[config.mk]
export PLATFORM = sky130hd
export DESIGN_NAME = fifo_serializer
export DESIGN_NICKNAME = d
export VERILOG_FILES = /design/src/rtl/fifo_serializer_pkg.sv /design/src/rtl/fifo_serializer_bittimer.sv /design/src/rtl/fifo_serializer.sv
export SDC_FILE = /design/constraint.sdc
export NUM_CORES = 1
export LEC_CHECK = 0
export CAP_MARGIN = 20
export CELL_PAD_IN_SITES_DETAIL_PLACEMENT = 0
export CELL_PAD_IN_SITES_GLOBAL_PLACEMENT = 1
export CORE_UTILIZATION = 43
export CTS_BUF_LIST = sky130_fd_sc_hd__clkbuf_16
export CTS_CLUSTER_DIAMETER = 30
export DETAILED_ROUTE_END_ITERATION = 7
export PLACE_DENSITY = 0.95
export SYNTH_ARGS = -nofsm -noshare
export SYNTH_HDL_FRONTEND = slang
export SYNTH_SLANG_ARGS = --single-unit
[constraint.sdc]
create_clock -name clk -period 3.8 [get_ports clk]
set_input_delay 0.76 -clock clk [delete_from_list [all_inputs] [get_ports clk]]
set_output_delay 0.76 -clock clk [all_outputs]
set_load 0.1 [all_outputs]
[src/rtl/fifo_serializer_pkg.sv]
// fifo_serializer_pkg: shared state encoding and serial line levels for fifo_serializer.
package fifo_serializer_pkg;
    typedef enum logic [2:0] {
        IDLE   = 3'd0,
        START  = 3'd1,
        DATA   = 3'd2,
        PARITY = 3'd3,
        STOP   = 3'd4
    } ser_state_t;
    localparam logic SER_START_BIT  = 1'b0;
    localparam logic SER_STOP_BIT   = 1'b1;
    localparam logic SER_IDLE_LEVEL = 1'b1;
endpackage

[src/rtl/fifo_serializer_bittimer.sv]
// fifo_serializer_bittimer: counts CLKDIV cycles per serial bit and pulses bit_done on the last one.
// Ports: clk (rising edge), res (sync active-high reset), restart (zero the count),
//        bit_done (high during the final cycle of each bit period).
module fifo_serializer_bittimer #(
    parameter int CLKDIV = 4
) (
    input  logic clk,
    input  logic res,
    input  logic restart,
    output logic bit_done
);
    localparam int TW = CLKDIV > 1 ? $clog2(CLKDIV) : 1;
    logic [TW-1:0] cnt;
    assign bit_done = cnt == TW'(CLKDIV - 1);
    always_ff @(posedge clk)
        cnt <= (res || restart || bit_done) ? '0 : cnt + 1'b1;
endmodule

[src/rtl/fifo_serializer.sv]
// fifo_serializer: drains an FWFT FIFO and sends each word as start, LSB-first data, optional parity, stop.
// Ports: clk, res (sync active-high reset), enable (permit new pops), fifo_empty, fifo_data (FWFT head),
//        fifo_shiftout (pop strobe), tx (registered serial line, idle high), busy (frame in flight),
//        frame_cnt (completed frames, wrapping).
// Build option: define FIFO_SERIALIZER_PARITY_EN to insert an even-parity bit before the stop bit.
module fifo_serializer
    import fifo_serializer_pkg::*;
#(
    parameter int DWIDTH = 32,
    parameter int CLKDIV = 4
) (
    input  logic              clk,
    input  logic              res,
    input  logic              enable,
    input  logic              fifo_empty,
    input  logic [DWIDTH-1:0] fifo_data,
    output logic              fifo_shiftout,
    output logic              tx,
    output logic              busy,
    output logic [15:0]       frame_cnt
);
    localparam int BW = DWIDTH > 1 ? $clog2(DWIDTH) : 1;
    ser_state_t        state;
    logic [DWIDTH-1:0] shreg;
    logic [BW-1:0]     bit_cnt;
    logic              bit_done;
    logic              last_bit;
`ifdef FIFO_SERIALIZER_PARITY_EN
    logic              par;
`endif
    assign fifo_shiftout = state == IDLE && enable && !fifo_empty && !res;
    assign busy          = state != IDLE;
    assign last_bit      = bit_cnt == BW'(DWIDTH - 1);
    // Every state lasts a whole number of bit periods, so the timer only needs
    // zeroing when a frame starts; it wraps onto each later state entry by itself.
    fifo_serializer_bittimer #(.CLKDIV(CLKDIV)) u_timer (
        .clk      (clk),
        .res      (res),
        .restart  (fifo_shiftout),
        .bit_done (bit_done)
    );
    always_ff @(posedge clk) begin
        if (res) begin
            state     <= IDLE;
            tx        <= SER_IDLE_LEVEL;
            shreg     <= '0;
            bit_cnt   <= '0;
            frame_cnt <= '0;
`ifdef FIFO_SERIALIZER_PARITY_EN
            par       <= 1'b0;
`endif
        end else begin
            case (state)
                IDLE: if (fifo_shiftout) begin
                    state   <= START;
                    shreg   <= fifo_data;
                    bit_cnt <= '0;
                    tx      <= SER_START_BIT;
`ifdef FIFO_SERIALIZER_PARITY_EN
                    par     <= ^fifo_data;
`endif
                end
                START: if (bit_done) begin
                    state <= DATA;
                    tx    <= shreg[0];
                end
                DATA: if (bit_done) begin
                    shreg   <= shreg >> 1;
                    bit_cnt <= bit_cnt + 1'b1;
                    if (last_bit) begin
`ifdef FIFO_SERIALIZER_PARITY_EN
                        state <= PARITY;
                        tx    <= par;
`else
                        state <= STOP;
                        tx    <= SER_STOP_BIT;
`endif
                    end else begin
                        tx <= shreg[1];
                    end
                end
`ifdef FIFO_SERIALIZER_PARITY_EN
                PARITY: if (bit_done) begin
                    state <= STOP;
                    tx    <= SER_STOP_BIT;
                end
`endif
                STOP: if (bit_done) begin
                    state     <= IDLE;
                    frame_cnt <= frame_cnt + 1'b1;
                end
                default: begin
                    state <= IDLE;
                    tx    <= SER_IDLE_LEVEL;
                end
            endcase
        end
    end
endmodule

# --- Word level (Yosys, flattened, before mapping) ---
# Index checks and enable logic that the tools add are counted.
# W data, S select, Z words.
op_classes:
  n_addsub: 3
  mul: 0
  div_mod_pow: 0
  magnitude_cmp: 0
  n_eq_ne: 10
  n_shift: 0
  muxes: 17
  bitwise: 1
  reduce_logical: 14
op_table:
  columns: ["cell", "n"]
  rows:
  - ["$mux W32", 2]
  - ["$pmux W32 S2", 1]
  - ["$add A16 B1 Y16 const B", 1]
  - ["$mux W3", 5]
  - ["$pmux W3 S4", 1]
  - ["$mux W5", 2]
  - ["$pmux W5 S2", 1]
  - ["$ne A2 B1 Y1 const B", 4]
  - ["$add A5 B1 Y5 const B", 1]
  - ["$eq A5 B5 Y1 const B", 1]
  - ["$reduce_and A5 Y1", 1]
  - ["$mux W1", 4]
  - ["$pmux W1 S4", 1]
  - ["$reduce_and A4 Y1", 1]
  - ["$eq A3 B1 Y1 const B", 1]
  - ["$eq A3 B2 Y1 const B", 1]
  - ["$eq A3 B3 Y1 const B", 1]
  - ["$logic_and A1 B1 Y1", 3]
  - ["$logic_not A3 Y1", 1]
  - ["$reduce_and A3 Y1", 1]
  - ["$reduce_bool A3 Y1", 1]
  - ["$add A2 B1 Y2 const B", 1]
  - ["$eq A2 B2 Y1 const B", 1]
  - ["$logic_not A1 Y1", 2]
  - ["other kinds (5)", 6]
word_totals:
  reg_bits: 59
  latch_bits: 0
  ramBits: 0
  romBits: 0
  in_bits: 36
  output_inout_bits: 19
  memories: 0

# --- Longest topological paths before layout ---
# Gate-level depths: netlist of the first run.
depth:
  word_depth: 6
  mapped_depth: 7

# --- Modules after synthesis ---
# A second synthesis of the first run with hierarchy kept.
unflattened:
  hier_cells: 294
  area_unflattened_um2: 2691.3
by_module_without_submodules:
  columns: ["module", "n_inst", "cells_per_inst", "area_per_inst_um2"]
  rows:
  - ["fifo_serializer", 1, 289, 2611.3]
  - ["fifo_serializer_bittimer", 1, 5, 80.1]

# --- Worst setup path before layout of the first run ---
# OpenSTA, ideal clock, no wires.
synth_timing:
  path_type: "reg-to-output"
  from: "register state[2]"
  to: "output port fifo_shiftout"
  t_arrival_ns: 2.933
  slack_ns: 0.107
  stages_incl_launch_ff: 5
  path_cell_list: "dfxtp_1 -> or3_1 -> clkbuf_1 -> nand2b_1 -> nor2_1"
synth_between:
  elab_chain_len: 4
synth_rtl:
  columns: ["element", "line", "source"]
  rows:
  - ["start: declaration", "fifo_serializer.sv:23", "ser_state_t state;"]
  - ["start signal: assignment", "fifo_serializer.sv:44", "state <= IDLE;"]
  - ["start signal: assignment", "fifo_serializer.sv:55", "state <= START;"]
  - ["start signal: assignment", "fifo_serializer.sv:64", "state <= DATA;"]
  - ["$logic_not A3 Y1", "fifo_serializer.sv:31", "assign fifo_shiftout = state == IDLE && enable && !fifo_empty && !res;"]
  - ["$logic_and A1 B1 Y1 (3 in a row)", "fifo_serializer.sv:31", null]
  - ["end: declaration", "fifo_serializer.sv:17", "output logic fifo_shiftout,"]
# Every way passes these cells.

# --- Final worst setup path of the first run ---
layout_timing:
  from: "input port enable"
  to: "output port fifo_shiftout"
layout_between:
  elab_chain_len: 3
layout_rtl:
  columns: ["element", "line", "source"]
  rows:
  - ["start: declaration", "fifo_serializer.sv:14", "input logic enable,"]
  - ["$logic_and A1 B1 Y1 (3 in a row)", "fifo_serializer.sv:31", null]
# Every way passes these cells.

==> impl_metrics.csv, run 1 <==
group,metric,value,unit
placement,routability_congestion_estimate,0.7913,
clock_tree,clock_sinks,59,
drt,initialDrtViolationCount,128,
sta,finalClockSkew,0.005132,ns
worst_setup_path,setup.worst_path.class,"input pin to output pin",
power_and_ir_drop,vdd_drop_max,0.2692,mV
synth,synth.net_count,340,
floorplan,initial_core_util,45.33,%
worst_setup_path,crit_path_max_incr_delay,0.47,ns
floorplan,io_pins,55,
synth,synthCells,300,
floorplan,die-width,84.52,um
drt,met2RoutedLength,2.703,mm
drt,wl_per_cell,13.28,um
synth,synth_flop_cell,"dfxtp_1",
global_routing,grt_max_degree,63,
clock_tree,post_cts.resized_instances,0,
final_layout,post_route_cells_drive_above_1_share,15.43,%
drt,ant_nets,0,
synth,synth-compound-area-share,19.27,%
synth,post-synth-top-area-fraction,40.34,%
worst_setup_path,critPathRequiredTime,3.04,ns
clock_tree,clock_tree_from_tritoncts,"done",
sta,tightest_slew,1.005,ns
final_layout,insertedDiodeCount,0,
synth,synth.top_cells.by_area,"dfxtp_1, a211oi_2, mux2i_1",
sta,timing.final.crit_period,2.809,ns
synth,main_combinational_cell_family_by_area_after_synthesis,"simple AND/OR/NAND/NOR gates",
drt,via_count,2305,
clock_tree,cts-root-buf,"clkbuf_16",
worst_setup_path,cp.arrival,2.05,ns
floorplan,floorplan.core_area,6459,um^2
run_status,outcome,"finished with violations",
drt,detailedRoute.firstPassIterationCount,8,
clock_tree,post_cts.repair.setup_buffers,0,
worst_setup_path,endpoint_kind,"output pin",
power_and_ir_drop,power.share.combinational,10.0,%
power_and_ir_drop,swShare,22.75,%
worst_setup_path,cp_slowest_cell,"clkdlybuf4s50_1",
global_routing,grt_pass1_vias,2235,
global_routing,track_usage,17.15,%
power_and_ir_drop,netSwitchingPower,0.3557,mW
final_layout,fin_util,57.71,%
global_routing,grt_antenna_before_repair,0,
clock_tree,cts_max_level,3,
clock_tree,clock_path_buffers,2,
drt,totalWireLength,5.671,mm
drt,route.detailed.vias_per_inst,5.398,
synth,postSynth.asyncResetShare,0,%
power_and_ir_drop,sequentialPowerShare,42.1,%
clock_tree,total_of_hold_buffers_inserted_after_clock_tree_synthesis,0,
sta,report.final.setup_viol,0,
synth,synthAdderAreaFrac,1.709,%
floorplan,number_of_rows_created_at_floorplan,29,
drt,remaining_drc_errors,3,
drt,highest-signal-layer,"met4",
worst_setup_path,crit_path_cell_trace,"clkdlybuf4s50_1 > nor2b_1 > nand2b_1 > nor2_1 > buf_4",
sta,timing.final.hold_violations,0,
final_layout,finish.net_count,386,
sta,fin_crit_sh,73.92,%
floorplan,dieHeight,84.52,um
final_layout,final_common_cell,"dfxtp_1",
sta,setup_ws,0.9911,ns
final_layout,synthToLayoutAreaGrowth,27.31,%
power_and_ir_drop,clock_power_share,48.0,%
worst_setup_path,critical_path.max_fanout,6,
synth,synth_enable_flop_cells,0,
synth,synth_xor_xnor_area_share,2.692,%
final_layout,layout.cell_area.non_filler,3727,um^2
synth,synth_warnings,0,
clock_tree,clk_pin_slew_worst_paths,0.05,ns
final_layout,mostFrequentLayoutCells,"dfxtp_1, clkdlybuf4s50_1, nor2_1, mux2i_1, a211oi_2",
clock_tree,cts_made_buffers,9,
placement,hpwl,3.711,mm
power_and_ir_drop,ratio_of_total_power_to_cell_area,419.5,nW/um^2
worst_setup_path,start_kind,"input pin",
clock_tree,clock_latency,0.32,ns
global_routing,grt_overflow_total,0,
placement,placed_cell_area,3452,um^2
synth,synth-seq-area-share,40.34,%
synth,syn-cell-area,2928,um^2
drt,m1WireLength,2.660,mm
placement,io_buffers,54,
synth,postSynthAreaPerCell,9.759,um^2
synth,yosys-mux-area-fraction,11.32,%
power_and_ir_drop,power.internal,1.208,mW
run_status,failing_checks,"design-rule violations",
final_layout,nFillCells,582,
synth,seq_cells_post_synth,59,
synth,synth.largest_area_cell,"dfxtp_1",
sta,rsz0062_at_grt,"false",
sta,worst_slew_margin_rel,32.80,%
sta,maxSlewViolCount,0,
power_and_ir_drop,power.static_leakage,1.206,nW
min_path,worst_hold_path_type,"register to register",
drt,wl_met3,168,um
sta,finalSetupTns,0,ns
sta,hold-worst-slack,0.4263,ns
synth,synth-simple-area-share,19.53,%
global_routing,grt_pass1_wl,9.777,mm
sta,fmax,0.3560,GHz
synth,synth.lib_cells_used.distinct,42,
floorplan,die_area,7143,um^2
placement,post-place-ws,0.9835,ns
job,maxCapViolCount,0,
==> area by class of cell <==
type                            instances  area [um^2]  share of cell area (%)
Multi-Input combinational cell        215         1603                   43.00
Tap cell                               77        96.34                   2.585
Clock inverter                          6        50.05                   1.343
Sequential cell                        59         1181                   31.69
Clock buffer                            9        225.2                   6.042
Inverter                                3        11.26                  0.3021
Timing Repair Buffer                   58        560.5                   15.04
==> state kept, by name, indices dropped and copies added (netlist names) <==
signal       flops
bit_cnt          5
frame_cnt       16
shreg           32
state            3
tx               1
u_timer.cnt      2
==> logic make-up after synthesis <==
logic type	count (synthesis)
adders and majority gates	4
DFF	59
xor gates and xnor gates	9
muxes	33
AOI/OAI and AO/OA	61
buffers and inverters	26
and+or+nand+nor	108
==> power groups by stage <==
stage	clock network [mW]	registers [mW]	logic, mW
5_1_grt	0.799	0.660	0.170
4_1_cts	0.767	0.658	0.157
3_3_place_gp	0	0.669	0.153
6_report	0.750	0.658	0.156
2_1_floorplan	0	0.672	0.103
3_5_place_dp	0	0.671	0.157
==> cells in the mapped netlist (2+ instances only) <==
cell type,instances
dfxtp_1,59
nor2_1,45
mux2i_1,32
a211oi_2,29
nand3_1,15
a21oi_1,14
clkbuf_1,9
nand2_1,8
buf_2,6
o21ai_0,6
or3_1,6
a211oi_1,5
nand4_1,5
xor2_1,5
buf_4,4
buf_6,4
ha_1,4
nor3_1,4
xnor2_1,4
and2_1,3
and3_1,3
inv_1,3
nor4_1,3
a31oi_1,2
nand2b_1,2
nor2b_1,2
o31ai_1,2
or4_1,2
==> through the flow <==
stage	power (mW)	cells
after floorplan	0.7751	300
after global placement	0.8225	412
after detailed placement	0.8273	412
after CTS	1.583	427
after global routing	1.629	427
final	1.564	427
==> final timing paths <==
kind / start / endpoint / slack [ns] / cells past startpoint
max: enable / fifo_shiftout / 0.99 / 5
min: u_timer.cnt[0] / u_timer.cnt[0] / 0.43 / 1
max reg2reg: u_timer.cnt[0] / shreg[12] / 1.20 / 6
min reg2reg: u_timer.cnt[0] / u_timer.cnt[0] / 0.43 / 1
==> critical path: cells and delay by family <==
family        cells  cell delay, ns
buf+inv           2            0.77
simple gates      3            0.51
==> layer usage <==
metal / global-route usage (%) / vias up
met4: 8.783 / 0
met5: 0 / -
met1: 20.66 / 1069
met3: 3.540 / 10
li1: - / 1188
met2: 28.97 / 38
No activity file was read; power rests on OpenSTA's default activity.
==> run 2: changes to the inputs <==
- CORE_UTILIZATION: 43 -> 40
- PLACE_DENSITY: 0.95 -> 0.91
- clock period: 3.8 -> 2.9 ns (I/O delays scaled with it)
==> run 2 against run 1 <==
  * The run now ends clean
  * Via count increased by 1.0%
  * Sequential share of layout area fell by 0.32 points
  * Clock-buffer cell count is the same
  * Critical endpoint unchanged
  * Largest cell class unchanged
  * Largest power group unchanged
==> impl_metrics.csv, run 2 (synthesis gave the netlist of run 1 again) <==
group,metric,value,unit
placement,hpwl,4.146,mm
final_layout,register_area,1181,um^2
power_and_ir_drop,sequentialPowerShare,41.9,%
drt,via_count,2328,
clock_tree,clock_sinks,59,
power_and_ir_drop,power.static_leakage,1.262,nW
clock_tree,cts_max_level,3,
power_and_ir_drop,swShare,22.73,%
floorplan,die-width,87.56,um
sta,setup_ws,0.3560,ns
global_routing,grt_antenna_before_repair,0,
sta,tightest_slew,0.5768,ns
drt,remaining_drc_errors,0,
sta,hold-worst-slack,0.4397,ns
drt,totalWireLength,6.024,mm
run_status,outcome,"finished clean",
floorplan,dieHeight,87.56,um
sta,worst_slew_margin_rel,61.55,%
clock_tree,clock_tree_from_tritoncts,"done",
final_layout,post_route_cells_drive_above_1_share,20.74,%
power_and_ir_drop,power.internal,1.589,mW
floorplan,io_pins,55,
clock_tree,post_cts.resized_instances,0,
worst_setup_path,start_kind,"register",
final_layout,multiInputGateArea,1610,um^2
sta,finalClockSkew,0.007688,ns
clock_tree,clock_latency,0.32,ns
job,maxCapViolCount,0,
sta,fin_crit_sh,87.72,%
final_layout,largest_register_ff_count,32,
power_and_ir_drop,ratio_of_total_power_to_cell_area,546.3,nW/um^2
worst_setup_path,cp.arrival,1.96,ns
global_routing,grt_pass1_vias,2149,
final_layout,max_flop_register,"shreg",
clock_tree,cts_made_buffers,9,
sta,rsz0062_at_grt,"false",
sta,fmax,0.3931,GHz
final_layout,synthToLayoutAreaGrowth,28.59,%
floorplan,die_area,7666,um^2
final_layout,finish.net_count,387,
global_routing,grt_pass1_wl,9.963,mm
sta,timing.final.crit_period,2.544,ns
drt,initialDrtViolationCount,100,
clock_tree,total_of_hold_buffers_inserted_after_clock_tree_synthesis,0,
floorplan,initial_core_util,42.16,%
global_routing,grt_overflow_total,0,
final_layout,nFillCells,618,
drt,wl_per_cell,13.45,um
sta,timing.final.hold_violations,0,
worst_setup_path,endpoint_kind,"output pin",
clock_tree,post_cts.repair.setup_buffers,0,
power_and_ir_drop,vdd_drop_max,0.3099,mV
worst_setup_path,setup.worst_path.class,"register to output pin",
global_routing,grt_max_degree,37,
min_path,hold_path_cell_cnt,1,
floorplan,floorplan.core_area,6944,um^2
final_layout,final_common_cell,"dfxtp_1",
sta,maxSlewViolCount,0,
sta,finalSetupTns,0,ns
sta,report.final.setup_viol,0,
global_routing,track_usage,16.71,%
power_and_ir_drop,clock_power_share,47.8,%
worst_setup_path,timing.reg2reg.worst_path_depth,6,
placement,io_buffers,54,
final_layout,insertedDiodeCount,0,
power_and_ir_drop,power.share.combinational,10.3,%
final_layout,reg_top3,"shreg: 32 flops, frame_cnt: 16 flops, bit_cnt: 5 flops",
drt,route.detailed.vias_per_inst,5.196,
drt,detailedRoute.firstPassIterationCount,4,
placement,routability_congestion_estimate,0.8041,
clock_tree,clock_path_buffers,2,
worst_setup_path,critical_path.max_fanout,15,
clock_tree,clk_pin_slew_worst_paths,0.05,ns
clock_tree,cts-root-buf,"clkbuf_16",
drt,ant_nets,0,
placement,post-place-ws,0.3900,ns
worst_setup_path,critPathRequiredTime,2.32,ns
floorplan,number_of_rows_created_at_floorplan,30,
power_and_ir_drop,netSwitchingPower,0.4676,mW
final_layout,mostFrequentLayoutCells,"dfxtp_1, nor2_1, clkdlybuf4s50_1, mux2i_1, a211oi_2",
min_path,worst_hold_path_type,"register to register",
==> run 2: cell types whose count changed in the layout (fill, tap and decap cells not counted), moves of 2 or more <==
cell,previous run,this run
buf_12,0,3
buf_4,6,21
clkdlybuf4s50_1,51,34
inv_1,5,7
==> run 2: metrics by stage <==
stage | total power, mW | area, um^2 | cells | utilization [%]
final | 2.057 | 3765 | 448 | 54.22
after floorplan | 1.017 | 2935 | 300 | -
after global placement | 1.085 | 3486 | 432 | 50.20
after CTS | 2.084 | 3765 | 448 | 54.22
after global routing | 2.141 | 3765 | 448 | 54.22
after detailed placement | 1.092 | 3486 | 432 | 50.20
==> run 2: cell type report <==
| type | instances | area share [%] |
|---|---|---|
| Inverter | 3 | 0.2991 |
| Timing Repair Buffer | 59 | 14.96 |
| Clock inverter | 7 | 1.429 |
| Multi-Input combinational cell | 215 | 42.77 |
| Clock buffer | 9 | 5.982 |
| Tap cell | 96 | 3.190 |
| Sequential cell | 59 | 31.37 |
==> run 2: path summary, 6_finish.rpt <==
kind | to | slack [ns] | start
max | fifo_shiftout | 0.36 | state[0]
min | u_timer.cnt[0] | 0.44 | u_timer.cnt[0]
max reg2reg | shreg[25] | 0.53 | u_timer.cnt[0]
min reg2reg | u_timer.cnt[0] | 0.44 | u_timer.cnt[0]
==> run 2: power groups by stage <==
stage / clock (mW) / combinational [mW] / sequential (mW)
6_report: 0.982 / 0.212 / 0.862
3_3_place_gp: 0 / 0.208 / 0.877
5_1_grt: 1.05 / 0.230 / 0.865
2_1_floorplan: 0 / 0.136 / 0.881
4_1_cts: 1.01 / 0.215 / 0.862
3_5_place_dp: 0 / 0.213 / 0.878
==> run 2: routing by layer <==
layer	GRT usage, %	part of all wire, %
met5	0	0
met1	21.92	48
met4	5.365	1.6
met2	26.92	47
met3	4.336	3.4
==> run 2: worst max-delay path, cell delays in order, from the launching register on <==
cell and delay (ns):
dfxtp_1 0.47, or3_1 0.52, nand2b_1 0.31, nor2_4 0.17, buf_12 0.18
